### src/rtl/operand_fetch_stage_if.sv
// Decode-to-execute operand fetch bundle: decode handshake, register file
// read/writeback, and execute handshake for operand_fetch_stage.
interface operand_fetch_stage_if #(
    parameter int WORD_SIZE = 32
);
    logic                 in_valid;
    logic                 in_ready;
    logic [4:0]           in_rs1;
    logic [4:0]           in_rs2;
    logic [4:0]           in_rd;
    logic                 in_writes;
    logic [4:0]           rf_rs1;
    logic [4:0]           rf_rs2;
    logic [WORD_SIZE-1:0] rf_rv1;
    logic [WORD_SIZE-1:0] rf_rv2;
    logic                 wb_en;
    logic [4:0]           wb_rd;
    logic [WORD_SIZE-1:0] wb_data;
    logic                 flush;
    logic                 out_valid;
    logic                 out_ready;
    logic [WORD_SIZE-1:0] out_rv1;
    logic [WORD_SIZE-1:0] out_rv2;
    logic [4:0]           out_rd;
    logic                 out_writes;
    logic [31:0]          stall_count;

    modport slave (
        input  in_valid, in_rs1, in_rs2, in_rd, in_writes,
        input  rf_rv1, rf_rv2,
        input  wb_en, wb_rd, wb_data,
        input  flush, out_ready,
        output in_ready, rf_rs1, rf_rs2,
        output out_valid, out_rv1, out_rv2, out_rd, out_writes,
        output stall_count
    );

    modport master (
        output in_valid, in_rs1, in_rs2, in_rd, in_writes,
        output rf_rv1, rf_rv2,
        output wb_en, wb_rd, wb_data,
        output flush, out_ready,
        input  in_ready, rf_rs1, rf_rs2,
        input  out_valid, out_rv1, out_rv2, out_rd, out_writes,
        input  stall_count
    );
endinterface

### src/rtl/operand_fetch_stage.sv
// Operand fetch with writeback bypass and 32-entry write scoreboard.
// Define OPFETCH_STALL_COUNTER_EN to build the saturating hazard stall counter.
module operand_fetch_stage #(
    parameter int WORD_SIZE = 32
) (
    input logic                  clk,
    input logic                  rst,
    operand_fetch_stage_if.slave bus
);
    logic [31:0]          busy;
    logic [31:0]          busy_n;
    logic                 hazard;
    logic                 accept;
    logic                 consume;
    logic                 drop;
    logic [WORD_SIZE-1:0] op1;
    logic [WORD_SIZE-1:0] op2;

    logic                 valid_q;
    logic [WORD_SIZE-1:0] rv1_q;
    logic [WORD_SIZE-1:0] rv2_q;
    logic [4:0]           rd_q;
    logic                 writes_q;

    // A register retiring this cycle no longer blocks issue.
    function automatic logic busy_eff(
        input logic [31:0] b,
        input logic [4:0]  r,
        input logic        we,
        input logic [4:0]  wr
    );
        return b[r] && !(we && wr == r);
    endfunction

    always_comb begin
        hazard = 1'b0;
        if (bus.in_valid) begin
            hazard = (bus.in_rs1 != 5'd0 &&
                      busy_eff(busy, bus.in_rs1, bus.wb_en, bus.wb_rd)) ||
                     (bus.in_rs2 != 5'd0 &&
                      busy_eff(busy, bus.in_rs2, bus.wb_en, bus.wb_rd)) ||
                     (bus.in_writes && bus.in_rd != 5'd0 &&
                      busy_eff(busy, bus.in_rd, bus.wb_en, bus.wb_rd));
        end
    end

    assign bus.rf_rs1   = bus.in_rs1;
    assign bus.rf_rs2   = bus.in_rs2;
    assign bus.in_ready = (!valid_q || bus.out_ready) && !hazard && !bus.flush;

    assign accept  = bus.in_valid && bus.in_ready;
    assign consume = valid_q && bus.out_ready;
    assign drop    = bus.flush && valid_q && writes_q && rd_q != 5'd0;

    always_comb begin
        op1 = '0;
        op2 = '0;
        if (bus.in_rs1 == 5'd0)
            op1 = '0;
        else if (bus.wb_en && bus.wb_rd == bus.in_rs1)
            op1 = bus.wb_data;
        else
            op1 = bus.rf_rv1;
        if (bus.in_rs2 == 5'd0)
            op2 = '0;
        else if (bus.wb_en && bus.wb_rd == bus.in_rs2)
            op2 = bus.wb_data;
        else
            op2 = bus.rf_rv2;
    end

    // Set is applied last so it wins over a same-cycle clear.
    always_comb begin
        busy_n = busy;
        if (bus.wb_en && bus.wb_rd != 5'd0)
            busy_n[bus.wb_rd] = 1'b0;
        if (drop)
            busy_n[rd_q] = 1'b0;
        if (accept && bus.in_writes && bus.in_rd != 5'd0)
            busy_n[bus.in_rd] = 1'b1;
        busy_n[0] = 1'b0;
    end

    always_ff @(posedge clk or posedge rst) begin
        if (rst)
            busy <= '0;
        else
            busy <= busy_n;
    end

    always_ff @(posedge clk or posedge rst) begin
        if (rst) begin
            valid_q  <= 1'b0;
            rv1_q    <= '0;
            rv2_q    <= '0;
            rd_q     <= 5'd0;
            writes_q <= 1'b0;
        end else if (bus.flush) begin
            valid_q <= 1'b0;
        end else if (accept) begin
            valid_q  <= 1'b1;
            rv1_q    <= op1;
            rv2_q    <= op2;
            rd_q     <= bus.in_rd;
            writes_q <= bus.in_writes;
        end else if (consume) begin
            valid_q <= 1'b0;
        end
    end

    assign bus.out_valid  = valid_q;
    assign bus.out_rv1    = rv1_q;
    assign bus.out_rv2    = rv2_q;
    assign bus.out_rd     = rd_q;
    assign bus.out_writes = writes_q;

`ifdef OPFETCH_STALL_COUNTER_EN
    logic [31:0] stall_q;

    always_ff @(posedge clk or posedge rst) begin
        if (rst)
            stall_q <= '0;
        else if (hazard && stall_q != 32'hFFFF_FFFF)
            stall_q <= stall_q + 32'd1;
    end

    assign bus.stall_count = stall_q;
`else
    assign bus.stall_count = '0;
`endif
endmodule

### src/flat_wrapper.sv
// flat-port wrapper written by rule: the top's interface ports become plain ports
module operand_fetch_stage_flat 
#(
    parameter int WORD_SIZE = 32
)
  (clk, rst, bus_in_valid, bus_in_rs1, bus_in_rs2, bus_in_rd, bus_in_writes, bus_rf_rv1, bus_rf_rv2, bus_wb_en, bus_wb_rd, bus_wb_data, bus_flush, bus_out_ready, bus_in_ready, bus_rf_rs1, bus_rf_rs2, bus_out_valid, bus_out_rv1, bus_out_rv2, bus_out_rd, bus_out_writes, bus_stall_count);
  operand_fetch_stage_if #(.WORD_SIZE(WORD_SIZE)) bus_i ();
  input logic clk;
  input logic rst;
  input wire logic [$bits(bus_i.in_valid)-1:0] bus_in_valid;
  input wire logic [$bits(bus_i.in_rs1)-1:0] bus_in_rs1;
  input wire logic [$bits(bus_i.in_rs2)-1:0] bus_in_rs2;
  input wire logic [$bits(bus_i.in_rd)-1:0] bus_in_rd;
  input wire logic [$bits(bus_i.in_writes)-1:0] bus_in_writes;
  input wire logic [$bits(bus_i.rf_rv1)-1:0] bus_rf_rv1;
  input wire logic [$bits(bus_i.rf_rv2)-1:0] bus_rf_rv2;
  input wire logic [$bits(bus_i.wb_en)-1:0] bus_wb_en;
  input wire logic [$bits(bus_i.wb_rd)-1:0] bus_wb_rd;
  input wire logic [$bits(bus_i.wb_data)-1:0] bus_wb_data;
  input wire logic [$bits(bus_i.flush)-1:0] bus_flush;
  input wire logic [$bits(bus_i.out_ready)-1:0] bus_out_ready;
  output wire logic [$bits(bus_i.in_ready)-1:0] bus_in_ready;
  output wire logic [$bits(bus_i.rf_rs1)-1:0] bus_rf_rs1;
  output wire logic [$bits(bus_i.rf_rs2)-1:0] bus_rf_rs2;
  output wire logic [$bits(bus_i.out_valid)-1:0] bus_out_valid;
  output wire logic [$bits(bus_i.out_rv1)-1:0] bus_out_rv1;
  output wire logic [$bits(bus_i.out_rv2)-1:0] bus_out_rv2;
  output wire logic [$bits(bus_i.out_rd)-1:0] bus_out_rd;
  output wire logic [$bits(bus_i.out_writes)-1:0] bus_out_writes;
  output wire logic [$bits(bus_i.stall_count)-1:0] bus_stall_count;
  assign bus_i.in_valid = bus_in_valid;
  assign bus_i.in_rs1 = bus_in_rs1;
  assign bus_i.in_rs2 = bus_in_rs2;
  assign bus_i.in_rd = bus_in_rd;
  assign bus_i.in_writes = bus_in_writes;
  assign bus_i.rf_rv1 = bus_rf_rv1;
  assign bus_i.rf_rv2 = bus_rf_rv2;
  assign bus_i.wb_en = bus_wb_en;
  assign bus_i.wb_rd = bus_wb_rd;
  assign bus_i.wb_data = bus_wb_data;
  assign bus_i.flush = bus_flush;
  assign bus_i.out_ready = bus_out_ready;
  assign bus_in_ready = bus_i.in_ready;
  assign bus_rf_rs1 = bus_i.rf_rs1;
  assign bus_rf_rs2 = bus_i.rf_rs2;
  assign bus_out_valid = bus_i.out_valid;
  assign bus_out_rv1 = bus_i.out_rv1;
  assign bus_out_rv2 = bus_i.out_rv2;
  assign bus_out_rd = bus_i.out_rd;
  assign bus_out_writes = bus_i.out_writes;
  assign bus_stall_count = bus_i.stall_count;
  operand_fetch_stage #(.WORD_SIZE(WORD_SIZE)) u_core (.clk(clk), .rst(rst), .bus(bus_i));
endmodule
### config.mk
export PLATFORM = sky130hd
export DESIGN_NAME = operand_fetch_stage_flat
export DESIGN_NICKNAME = d
export VERILOG_FILES = /design/src/rtl/operand_fetch_stage_if.sv /design/src/rtl/operand_fetch_stage.sv /design/src/flat_wrapper.sv
export SDC_FILE = /design/constraint.sdc
export NUM_CORES = 1
export LEC_CHECK = 0
export CELL_PAD_IN_SITES_DETAIL_PLACEMENT = 0
export CELL_PAD_IN_SITES_GLOBAL_PLACEMENT = 2
export CORE_MARGIN = 2
export CORE_UTILIZATION = 28
export DETAILED_ROUTE_END_ITERATION = 10
export PLACE_DENSITY = 0.91
export SLEW_MARGIN = 20
export SYNTH_ARGS = -nofsm -noshare
export SYNTH_HDL_FRONTEND = slang
export SYNTH_SLANG_ARGS = --single-unit
### constraint.sdc
create_clock -name clk -period 3.7 [get_ports clk]
set_input_delay 0.74 -clock clk [delete_from_list [all_inputs] [get_ports clk]]
set_output_delay 0.74 -clock clk [all_outputs]
set_load 0.02 [all_outputs]
# == Word level (Yosys, flattened, before mapping) ==
# Index checks and enable logic that the tools add are counted.
# word_totals
regBits,102
latchBits,0
ram_bits,0
mem_bits_ro,0
input_bits,123
output_inout_bits,114
wordCells,87
mem_count,0
# classes
n_addsub,0
n_mul,0
div_mod_pow,0
magnitude_cmp,8
n_eq_ne,3
shifts,0
muxes,23
bitwise_logic,6
n_reduce_logical,41
# op_table
operator,count
32-bit 2-to-1 mux,7
32-bit AND,2
32-bit inverter,2
32-bit bitwise OR,1
5-bit by 6-bit < comparator with 1-bit output (second input constant),5
5-bit nonzero test,5
1-bit logical AND,23
1-bit binary-select mux with 5-bit select,3
1-bit demux with 5-bit select,3
5-bit == test,3
5-bit by 1-bit greater-or-equal comparator with 1-bit output (second input constant),3
5-bit logical NOT,2
1-bit 2-to-1 mux,10
1-bit logical NOT,6
1-bit logical OR,3
3-bit nonzero test,1
2-bit AND reduction,1
1-bit inverter,1

# == Depth between registers and ports, before layout ==
# Gate-level depths: netlist of the first run.
# depth
word_depth,15
depth_mapped,10
depth_no_buf,6

# == Worst setup path after synthesis of the first run ==
# Ideal clock, no wire load.
# synth_path
path_kind,input to output
start,in bus_in_rs1[0]
end,out bus_in_ready
arrival_time_ps,2370
t_required_ps,2960
path_slack_ps,590
path_stages,7
path_buffers,1
path_cell_list,buf_4 -> mux4_2 -> nand2b_1 -> a41o_1 -> o2111ai_2 -> nand3_1 -> a21oi_1
# synth_between
elab_chain_len,11
elab_cells_between_ends,14
cone_classes,eq/ne: 1; mux: 3; reduce/logical: 10
# synth_rtl
element,line_no,source
"start, declared",flat_wrapper.sv:11,input wire logic [$bits(bus_i.in_rs1)-1:0] bus_in_rs1;
branches (longest 4 deep; another with 1-bit binary-select mux with 5-bit select),--,
1-bit logical AND *,operand_fetch_stage.sv:38,hazard = (bus.in_rs1 != 5'd0 &&
1-bit logical OR *,operand_fetch_stage.sv:39,"busy_eff(busy, bus.in_rs1, bus.wb_en, bus.wb_rd)) ||"
1-bit logical OR *,operand_fetch_stage.sv:41,"busy_eff(busy, bus.in_rs2, bus.wb_en, bus.wb_rd)) ||"
1-bit 2-to-1 mux *,operand_fetch_stage.sv:37,if (bus.in_valid) begin
1-bit logical NOT *,operand_fetch_stage.sv:49,assign bus.in_ready = (!valid_q || bus.out_ready) && !hazard && !bus.flush;
1-bit logical AND * (2 in series),operand_fetch_stage.sv:49,
"end, declared",flat_wrapper.sv:22,output wire logic [$bits(bus_i.in_ready)-1:0] bus_in_ready;
# Mark *: on every way between the ends. The select of a mux whose other input is x is not followed.

# == Worst setup path in the final report of the first run ==
# layout_path
start,in bus_in_rd[1]
end,"reg u_core.rv2_q[11], in the netlist u_core.bus.out_rv2[11]"
# layout_between
elab_chain_len,12
elab_cells_between_ends,16
cone_classes,eq/ne: 1; mux: 3; reduce/logical: 12
# layout_rtl
element,line_no,source
"start, declared",flat_wrapper.sv:13,input wire logic [$bits(bus_i.in_rd)-1:0] bus_in_rd;
branches (longest 4 deep; another with 1-bit binary-select mux with 5-bit select),--,
1-bit logical AND *,operand_fetch_stage.sv:42,(bus.in_writes && bus.in_rd != 5'd0 &&
1-bit logical OR *,operand_fetch_stage.sv:41,
1-bit 2-to-1 mux *,operand_fetch_stage.sv:37,
1-bit logical NOT *,operand_fetch_stage.sv:49,
1-bit logical AND * (2 in series),operand_fetch_stage.sv:49,
1-bit logical AND *,operand_fetch_stage.sv:51,assign accept = bus.in_valid && bus.in_ready;
2-bit AND reduction (no source line) *,--,
"end signal, assigned",operand_fetch_stage.sv:103,rv2_q <= op2;
"end, declared",operand_fetch_stage.sv:21,logic [WORD_SIZE-1:0] rv2_q;
# Marks and branches as above.
# A chain may end at the register's enable or synchronous reset.

==> flow_summary.json, run 1 <==
{
  "status": "completed",
  "synthTopCellsByCount": "102 x dfrtp_1, 82 x mux2i_1, 72 x nor2_1",
  "synthCells": 611,
  "die-width_um": 160,
  "core_area_um2": 24200,
  "cpPeakStageDelay_ns": 0.63,
  "period_minus_slack_ns": 3.62,
  "finalPower_mw": 4.30,
  "yosysTopAreaCellShare": 0.373,
  "yosys.area.top_type": "dfrtp_1",
  "hold_end": "u_core.bus.out_rv2[27]",
  "io_buffer_count": 204,
  "clk_latency_ns": 0.36,
  "antenna_cells": 0,
  "ctsHtreeMaxLevel": 3,
  "seq_area_frac_synth": 0.373,
  "ys_warn_count": 0,
  "drc": 0,
  "cap_viol_max_count": 0,
  "crit_type": "in2reg",
  "start_util": 0.283,
  "use_met2": 0.288,
  "use_met3": 0.0421,
  "ys_ff_latch": 102,
  "setup_viol": 0,
  "grt_max_degree": 103,
  "finalMaxSlewViolations": 0,
  "startpoint_type": "input port",
  "crit_required_ns": 3.95,
  "routed_via_density": 5.07,
  "synth_area_leaders": "dfrtp_1 37%, mux2i_1 12%, mux2_4 11%, mux4_2 5.3%, buf_4 4.9%",
  "synth_edf_count": 0,
  "grt_pass1_wl_um": 35600,
  "powerDensity_nw_per_um2": 432,
  "cpMostUsedCell": "buf_4",
  "syn_avg_cell_area_um2": 11.2,
  "gp_congestion": 0.910,
  "drive_gt1_frac": 0.251,
  "critPathBufInv": 10,
  "holdPathStages": 1,
  "cts_root_buf": "clkbuf_16",
  "fin_util": 0.412,
  "die_h_um": 160,
  "endpoint_kind": "flip-flop",
  "skew_ns": 0.0159,
  "path_cells": "clkdlybuf4s50_1 > mux4_2 > a32oi_2 > o221ai_2 > o21ai_2 > buf_4 > buf_4 > buf_4 > buf_4 > buf_4 > buf_4 > nand4b_1 > buf_12 > buf_8 > clkbuf_16 > mux2_4",
  "critPathTopFamily": "buffers and inverters",
  "p_leak_nw": 4.10,
  "ys_types": 43,
  "reg2reg_from": "u_core.busy[14]",
  "rows": 57,
  "use_met1": 0.236,
  "worstReg2RegEnd": "u_core.bus.out_rv2[11]",
  "holdBufCountCts": 0,
  "fmax_mhz": 276,
  "cp.arrival_ns": 3.87,
  "ant_nets": 0,
  "detail_route.wl_per_cell_um": 20.1,
  "hp-start": "u_core.bus.out_rv2[27]",
  "die_area_um2": 25700,
  "busiest_layer": "met2",
  "reg2regPathDepth": 15,
  "synthArstFlopShare": 1.00,
  "routed_wl_um": 23500,
  "io_pins": 237,
  "synth_area_um2": 6850,
  "path_clk_slew_ns": 0.09,
  "yosys.cell_count.top_type": "dfrtp_1",
  "dp_hpwl_um": 17100,
  "hold_viol": 0,
  "cts_buffers": 9,
  "period_share": 0.979,
  "critPathMaxFanout": 6,
  "tightest_slew_ns": 0.609,
  "first_pass_iters": 5,
  "hold_path.class": "reg2reg",
  "cts.sinks": 102,
  "drt_iter0_drc": 401,
  "relSlewSlack": 0.594,
  "grt_pass1_vias": 6033,
  "antenna_found_initial": 0,
  "ir_drop_v": 0.000206,
  "crit_cells": 16,
  "area_growth_pct": 45.3,
  "ys.flop_type": "dfrtp_1",
  "finalNetCount": 963,
  "ff2ff_setup_slack_ns": 0.49,
  "timing.critical_path.slowest_stage_cell": "clkdlybuf4s50_1",
  "vias": 5930,
  "cts_tree": "built",
  "cts_max_path_buffers": 2,
  "track_usage": 0.178,
  "grt.overflow.total": 0
}
cell type report:
class | instances | area (µm²)
clock buffer | 9 | 225
fill | 2322 | 14200
tap | 324 | 405
multi-input combinational | 443 | 3920
inverter | 6 | 25.0
sequential | 102 | 2550
timing repair buffer | 278 | 2750
clock inverter | 7 | 72.6
report_power, final:
| group | leakage [nW] | internal, mW | switching [mW] |
|---|---|---|---|
| Sequential | 1.27 | 1.37 | 0.205 |
| Clock | 0.143 | 0.480 | 0.505 |
| Combinational | 2.68 | 0.954 | 0.789 |
cells in the final DEF, fill, tap and decap left out, types with 2 or more instances in the layout:
| cell type | synthesis | routed |
|---|---|---|
| conb_1 | 1 | 32 |
| or2_2 | 4 | 4 |
| o221ai_1 | 34 | 33 |
| o31ai_2 | 0 | 11 |
| or3_1 | 4 | 4 |
| mux2i_1 | 82 | 82 |
| clkbuf_16 | 0 | 11 |
| xnor2_1 | 3 | 3 |
| nand2b_1 | 7 | 7 |
| mux2_2 | 26 | 26 |
| xor2_1 | 12 | 12 |
| clkdlybuf4s50_1 | 0 | 202 |
| inv_6 | 0 | 2 |
| nand3_1 | 9 | 8 |
| a31oi_1 | 3 | 3 |
| or3b_2 | 4 | 4 |
| nand3b_1 | 14 | 14 |
| mux4_2 | 16 | 16 |
| o21ai_0 | 2 | 2 |
| inv_8 | 0 | 2 |
| nand2_1 | 14 | 14 |
| buf_6 | 8 | 6 |
| inv_1 | 6 | 5 |
| buf_4 | 45 | 59 |
| mux2_4 | 48 | 48 |
| and3_2 | 0 | 2 |
| o31ai_1 | 32 | 21 |
| dfrtp_1 | 102 | 102 |
| nor2_1 | 72 | 72 |
| nor2b_1 | 3 | 2 |
| nor4_1 | 4 | 3 |
| buf_12 | 0 | 7 |
metrics by stage:
stage | hold WS, ns | setup slack, ns | setup TNS [ns] | cell area [µm²] | std cells
after floorplan | 0.547 | 0.285 | 0 | 6970 | 642
after CTS | 0.511 | -0.00799 | -0.0134 | 9760 | 1164
after global placement | 0.486 | -0.522 | -0.522 | 9380 | 1140
final | 0.507 | 0.0793 | 0 | 9950 | 1169
after global routing | 0.533 | -0.0171 | -0.0386 | 9950 | 1169
after detailed placement | 0.492 | -0.521 | -0.521 | 9380 | 1140
cells by family after synthesis:
logic type | Yosys count | share of synthesized area
buf+inv | 97 | 0.0890
xor+xnor | 15 | 0.0192
mux | 172 | 0.320
compound gates | 81 | 0.0948
other cells | 1 | 0.000548
flops | 102 | 0.373
simple gates | 143 | 0.103
worst max path at each step:
stage                             from                      to
after global placement    bus_in_rd[0]            bus_in_ready
after floorplan                    rst    u_core.bus.out_rd[0]
after CTS                 bus_in_rd[0]         u_core.busy[27]
after detailed placement  bus_in_rd[0]            bus_in_ready
after global routing      bus_in_rd[2]    u_core.bus.out_rd[4]
final                     bus_in_rd[1]  u_core.bus.out_rv2[11]
flip-flops by register name, summed over array words and instances, names as in the netlist:
name	count
u_core.bus.out_writes	1
u_core.bus.out_rd	5
u_core.bus.out_rv1	32
u_core.busy	31
u_core.bus.out_valid	1
u_core.bus.out_rv2	32
layer usage:
layer / share of wire / routed length (µm)
met1: 0.44 / 10200
met2: 0.47 / 10900
met3: 0.078 / 1820
met4: 0.021 / 488
met5: 0 / 0
worst reg2reg max path: cells and delay by family, from the launching register on:
family | cells | cell delay (ns)
buffers and inverters | 9 | 1.16
multiplexers | 2 | 0.81
AO/OA/AOI/OAI | 3 | 0.51
flip-flops | 1 | 0.47
AND/OR/NAND/NOR | 1 | 0.18
repair_timing:
action	CTS	global route
cloned	0	3
buffers inserted	8	2
setup endpoints to repair	1	101
pin swaps	2	3
resized for setup	8	24
Power figures use the tool's default switching activity.
==> inputs of run 2 (changes only) <==
--- a/config.mk
+++ b/config.mk
@@ -9,6 +9,7 @@
 export CELL_PAD_IN_SITES_GLOBAL_PLACEMENT = 2
 export CORE_MARGIN = 2
 export CORE_UTILIZATION = 28
+export CTS_CLUSTER_SIZE = 10
 export DETAILED_ROUTE_END_ITERATION = 10
 export PLACE_DENSITY = 0.91
 export SLEW_MARGIN = 20
==> results of run 2 <==
The final DEF is identical to that of run 1; final timing and power are the same.
